`config.mk`:
```
export PLATFORM = sky130hd
export DESIGN_NAME = seq_array_multiplier
export DESIGN_NICKNAME = d
export VERILOG_FILES = /design/src/rtl/seq_array_multiplier.sv
export SDC_FILE = /design/constraint.sdc
export NUM_CORES = 1
export LEC_CHECK = 0
export BUFFER_PORTS_ARGS = -buffer_cell sky130_fd_sc_hd__buf_4
export CAP_MARGIN = 10
export CORE_MARGIN = 3
export CORE_UTILIZATION = 45
export DETAILED_ROUTE_END_ITERATION = 8
export GPL_ROUTABILITY_DRIVEN = 0
export HOLD_SLACK_MARGIN = 0.12
export PLACE_DENSITY = 0.71
export SYNTH_ARGS = -nofsm -noshare
export SYNTH_HDL_FRONTEND = slang
export SYNTH_SLANG_ARGS = --single-unit
```
`constraint.sdc`:
```
create_clock -name clk -period 2.4 [get_ports clk]
set_input_delay 0.12 -clock clk [delete_from_list [all_inputs] [get_ports clk]]
set_output_delay 0.12 -clock clk [all_outputs]
set_load 0.03 [all_outputs]
```
`src/rtl/seq_array_multiplier.sv`:
```
// Iterative shift-add multiplier: one radix-2 partial product per clock, valid/ready on both sides.
// Define MULT_SIGNED_EN to add the sgn port and two's-complement operand handling.
module seq_array_multiplier #(
  parameter int unsigned WIDTH = 4,
  parameter int unsigned CNT_W = $clog2(WIDTH + 1)
) (
  input  logic               clk,
  input  logic               rst,
  input  logic               in_valid,
  output logic               in_ready,
  input  logic [WIDTH-1:0]   a,
  input  logic [WIDTH-1:0]   b,
  output logic               out_valid,
  input  logic               out_ready,
  output logic [2*WIDTH-1:0] p,
  output logic               busy
`ifdef MULT_SIGNED_EN
  ,
  input  logic               sgn
`endif
);

  localparam int unsigned PW = 2 * WIDTH;

  typedef enum logic [1:0] {
    S_IDLE = 2'd0,
    S_BUSY = 2'd1,
    S_DONE = 2'd2
  } state_e;

  state_e           state_q, state_d;
  logic [CNT_W-1:0] cnt_q, cnt_d;
  logic [WIDTH-1:0] mcand_q, mcand_d;
  logic [WIDTH-1:0] mplier_q, mplier_d;
  logic [PW-1:0]    acc_q, acc_d;
  logic [PW-1:0]    p_q, p_d;
  logic             in_ready_q, in_ready_d;
  logic             out_valid_q, out_valid_d;
  logic             busy_q, busy_d;
  logic             neg_q, neg_d;

  logic [WIDTH-1:0] a_mag, b_mag;
  logic             neg_in;
  logic [PW-1:0]    sum;

  // Operand conditioning at accept: magnitudes plus the sign of the product
`ifdef MULT_SIGNED_EN
  always_comb begin
    a_mag  = (sgn && a[WIDTH-1]) ? (~a) + WIDTH'(1) : a;
    b_mag  = (sgn && b[WIDTH-1]) ? (~b) + WIDTH'(1) : b;
    neg_in = sgn && (a[WIDTH-1] ^ b[WIDTH-1]);
  end
`else
  always_comb begin
    a_mag  = a;
    b_mag  = b;
    neg_in = 1'b0;
  end
`endif

  always_comb begin
    state_d  = state_q;
    cnt_d    = cnt_q;
    mcand_d  = mcand_q;
    mplier_d = mplier_q;
    acc_d    = acc_q;
    p_d      = p_q;
    neg_d    = neg_q;
    sum      = acc_q + (mcand_q[0] ? (PW'(mplier_q) << cnt_q) : '0);

    case (state_q)
      S_IDLE: begin
        if (in_valid) begin
          mcand_d  = a_mag;
          mplier_d = b_mag;
          neg_d    = neg_in;
          acc_d    = '0;
          cnt_d    = '0;
          state_d  = S_BUSY;
        end
      end
      S_BUSY: begin
        acc_d   = sum;
        mcand_d = mcand_q >> 1;
        cnt_d   = cnt_q + CNT_W'(1);
        // Last partial product: publish the (possibly negated) result
        if (cnt_q == CNT_W'(WIDTH - 1)) begin
          p_d     = neg_q ? (~sum) + PW'(1) : sum;
          state_d = S_DONE;
        end
      end
      S_DONE: begin
        if (out_ready) state_d = S_IDLE;
      end
      default: state_d = S_IDLE;
    endcase

    in_ready_d  = (state_d == S_IDLE);
    out_valid_d = (state_d == S_DONE);
    busy_d      = (state_d != S_IDLE);
  end

  always_ff @(posedge clk) begin
    if (rst) begin
      state_q     <= S_IDLE;
      cnt_q       <= '0;
      mcand_q     <= '0;
      mplier_q    <= '0;
      acc_q       <= '0;
      p_q         <= '0;
      neg_q       <= 1'b0;
      in_ready_q  <= 1'b1;
      out_valid_q <= 1'b0;
      busy_q      <= 1'b0;
    end else begin
      state_q     <= state_d;
      cnt_q       <= cnt_d;
      mcand_q     <= mcand_d;
      mplier_q    <= mplier_d;
      acc_q       <= acc_d;
      p_q         <= p_d;
      neg_q       <= neg_d;
      in_ready_q  <= in_ready_d;
      out_valid_q <= out_valid_d;
      busy_q      <= busy_d;
    end
  end

  assign in_ready  = in_ready_q;
  assign out_valid = out_valid_q;
  assign busy      = busy_q;
  assign p         = p_q;

endmodule
```
# After elaboration in Yosys (flattened, before gate mapping)
# Index checks and enable logic that the tools add are counted.
# totals
out_inout_bits,11
reg_bits,32
# op_classes
reduce_logical,7
n_shift,1
eq_ne,5
mux,11
addsub,2
# op_table
operator,n
8-bit 2-to-1 mux,2
8-bit one-hot mux with 2 select lines,1
8-bit adder,1
4-bit one-hot mux with 2 select lines,1
4-bit by 3-bit << shifter with 8-bit output,1
2-bit 2-to-1 mux,3
2-bit one-hot mux with 3 select lines,1
3-bit one-hot mux with 2 select lines,1
2-bit AND reduction,3
"2-bit equality test, second input constant",2
2-bit logical NOT,2
4-bit 2-to-1 mux,1
2-bit nonzero test,2
"3-bit by 1-bit adder with 3-bit output, second input constant",1
"3-bit by 2-bit equality test with 1-bit output, second input constant",1
3-bit 2-to-1 mux,1
"2-bit by 1-bit equality test with 1-bit output, second input constant",1
"2-bit != test, second input constant",1

# Logic depth before layout (Yosys ltp)
# depth
word_depth,4
mapped_depth,12

# Worst setup path after synthesis
# OpenSTA, ideal clock, no wires.
# synth_path
path_type,register to register
startpoint,reg cnt_q[0]
endpoint,reg acc_q[6]
arrival_ns,2.281
period_less_slack_ns,2.387
path_slack_ns,0.013
path_buffers,1
path_stages_with_launch,12
cell_sequence,dfxtp_1 > buf_6 > and2b_2 > nand2_1 > o21ai_0 > nor2b_1 > ha_1 > nor2b_1 > o31a_1 > o21ai_1 > or4b_1 > o311ai_0
# synth_via
elab_chain_cells,4
# synth_lines
item,line,rtl
from (decl),32,"logic [CNT_W-1:0] cnt_q, cnt_d;"
from (signal assigned),117,cnt_q <= cnt_d;
4-bit by 3-bit << shifter with 8-bit output,69,sum = acc_q + (mcand_q[0] ? (PW'(mplier_q) << cnt_q) : '0);
8-bit 2-to-1 mux,69,
8-bit adder,69,
8-bit one-hot mux with 2 select lines,71,case (state_q)
to (signal assigned),109,acc_q <= '0;
to (signal assigned),120,acc_q <= acc_d;
to (decl),35,"logic [PW-1:0] acc_q, acc_d;"
# No other way between the ends.
# A chain may end at the register's enable or synchronous reset.

# Final worst setup path
# Ends and elaborated chain as after synthesis.

==> impl_metrics.json <==
{
  "die_area_sq_um": 4640,
  "max_freq_ghz": 0.423,
  "cp_cell_sequence": "and2b_2 -> nand2_1 -> o21ai_2 -> nor2b_4 -> ha_4 -> nor2b_2 -> o31a_1 -> o21ai_2 -> or4b_4 -> o311ai_2",
  "r2r_slack_ns": 0.04,
  "worstMarginPinSlew_ns": 0.470,
  "cap_violations": 0,
  "ys_warn_count": 0,
  "end_kind": "flop",
  "maxSlewViolCount": 0,
  "p_leak_nw": 0.967,
  "ys.flop_type": "dfxtp_1",
  "synth_area_sq_um": 1740,
  "max_stage_delay_ns": 0.47,
  "setup_viol": 0,
  "syn_inst": 202,
  "outcome": "finished, final reports clean",
  "ys_seq_elements": 32,
  "synth_most_common_cell": "nor2_1",
  "grt_pass1_vias": 1427,
  "cp.arrival_ns": 2.56,
  "vias": 1490,
  "wl_per_cell_microns": 12.8,
  "grt_antenna_before_repair": 0,
  "h-tree-depth": 2,
  "hold_viol": 0,
  "dp_hpwl_microns": 2640,
  "diodes": 0,
  "synth_top_area_share_pct": 36.9,
  "core_area_sq_um": 3520,
  "grt_pass1_wl_microns": 6350,
  "place_inst": 274,
  "clock_latency_ns": 0.29,
  "hp-class": "input pin to flop",
  "min_period_ns": 2.36,
  "synth_cell_type_count": 44,
  "cts.reportedPaths.clkPinSlew_ns": 0.07,
  "ctsLongestPathBuffers": 2,
  "die-width_microns": 68.1,
  "irDropWorstVdd_uv": 481,
  "initial_core_util_pct": 49.3,
  "max_slew_margin_pct": 68.5,
  "grt.total_usage_pct": 18.3,
  "root_buffer": "clkbuf_8",
  "die_h_microns": 68.1,
  "p_per_area_nw_per_um2": 546,
  "dr.pass1.iters": 4,
  "ios": 23,
  "io_buffers": 22,
  "synth_common_cells": "nor2_1, dfxtp_1, nand2_1",
  "tns_ns": 0,
  "cp_common_cell": "o21ai_2",
  "synth_edf_count": 0,
  "row_count": 21,
  "final_cells": 291,
  "syn_area_per_cell_sq_um": 8.59,
  "nets": 266,
  "cp.required_ns": 2.60,
  "grt_max_degree": 34,
  "clkSinkCount": 32,
  "drt_iter0_drc": 42,
  "viasPerCell": 5.12,
  "crit_type": "flop to flop",
  "layout-drive-gt1-share_pct": 30.2,
  "finalInstanceArea_sq_um": 2270,
  "drt_wl_total_microns": 3720,
  "postRouteAntennaNets": 0,
  "fin_skew_ns": 0.00598,
  "synth_area_leaders": "dfxtp_1, nor2_1, ha_1, mux2i_1, a21oi_1",
  "slowest_stage": "or4b_4",
  "cts_tree": "built",
  "grt_overflow": 0,
  "syn_to_final_growth_pct": 30.9,
  "path_max_fanout": 5,
  "synthArstFlopShare_pct": 0,
  "rsz0062_at_grt": "true",
  "seq_area_frac_synth_pct": 36.9,
  "drcViolationCount": 0,
  "startpoint_type": "flop",
  "synth_top_area_cell": "dfxtp_1",
  "final.fill_count": 328,
  "numCtsBuffers": 5,
  "dpl_cell_area_sq_um": 2000,
  "syn_nets": 224,
  "min_period_over_period_pct": 98.4
}
-- cells in the final DEF (no fill, tap or decap), types with 2 or more instances in the layout --
master,netlist,layout
dlygate4sd3_1,0,6
nand2_1,17,17
buf_4,2,39
dfxtp_1,32,30
o21ai_2,0,2
clkbuf_8,1,5
nand2b_1,4,4
nor2b_1,10,8
xnor2_1,3,3
mux2i_2,0,2
inv_1,5,4
nand3b_1,3,3
a22oi_1,8,8
or2_2,3,3
o211ai_1,2,2
nand3_1,2,2
mux2i_1,8,6
nor3_1,3,3
a21oi_1,15,15
o21ai_0,4,3
a211oi_2,1,2
ha_1,9,7
nor2_1,35,34
a211oi_1,5,4
-- state kept, by name, indices dropped and copies added (netlist names) --
signal / cells
busy: 1
mcand_q: 4
mplier_q: 4
acc_q: 8
in_ready: 1
out_valid: 1
state_q: 2
cnt_q: 3
p: 8
-- metal layers --
layer	vias up	track usage, %	share of wire (%)
li1	781	-	-
met1	679	23.8	47
met2	25	29.5	48
met3	5	4.43	3.7
met4	0	5.96	1.2
met5	-	0	0
-- power by group --
group,switching [mW],total (mW),internal (mW)
combinational,0.0786,0.163,0.0839
clock,0.205,0.512,0.307
sequential,0.0161,0.564,0.548
total,0.300,1.24,0.939
-- timing repair --
item / 4_1_cts / 5_1_grt
buffers inserted: 0 / 3
resized for setup: 2 / 21
gates cloned: 0 / 0
endpoints found under the hold margin: 6 / 0
endpoints found under the setup margin: 2 / 3
pin swaps: 0 / 4
hold buffers: 6 / 0
-- critical path: cells and delay by family (launching register included) --
kind	cells	cell delay, ns
AO/OA/AOI/OAI	4	0.63
adder cells (fa/ha/maj)	1	0.21
flip-flops	1	0.36
AND/OR/NAND/NOR	5	1.08
-- layout make-up --
type | instances | area (sq um) | area share (%)
sequential | 32 | 646 | 28.4
timing repair buffer | 46 | 364 | 16.0
inverter | 5 | 18.8 | 0.826
clock buffer | 5 | 68.8 | 3.03
tap | 46 | 57.6 | 2.53
clock inverter | 3 | 42.5 | 1.87
multi-input combinational | 154 | 1070 | 47.3
-- stage by stage --
step / utilization [%] / power, mW / worst slack, ns / hold WS (ns)
after floorplan: - / 0.663 / 0.0130 / 0.197
after detailed placement: 56.9 / 0.715 / -0.0448 / 0.367
after global routing: 64.5 / 1.29 / -0.0772 / 0.208
final: 64.5 / 1.24 / 0.0377 / 0.180
after global placement: 56.9 / 0.713 / -0.00789 / 0.355
after CTS: 61.9 / 1.23 / 0.0200 / 0.171
-- worst paths after layout --
check | start | to | cells past startpoint
min | in_valid | mcand_q[0] | 4
max reg2reg | cnt_q[0] | acc_q[6] | 10
min reg2reg | p[5] | p[5] | 2
max | cnt_q[0] | acc_q[6] | 10
-- logic make-up after synthesis --
family	Yosys count	synth area share [%]
AOI/OAI and AO/OA	45	17.7
adders and majority gates	10	7.64
muxes	9	5.48
xor gates and xnor gates	5	2.96
DFF	32	36.9
and+or+nand+nor	85	24.2
buffers and inverters	16	5.05
No activity file was read; power rests on OpenSTA's default activity.
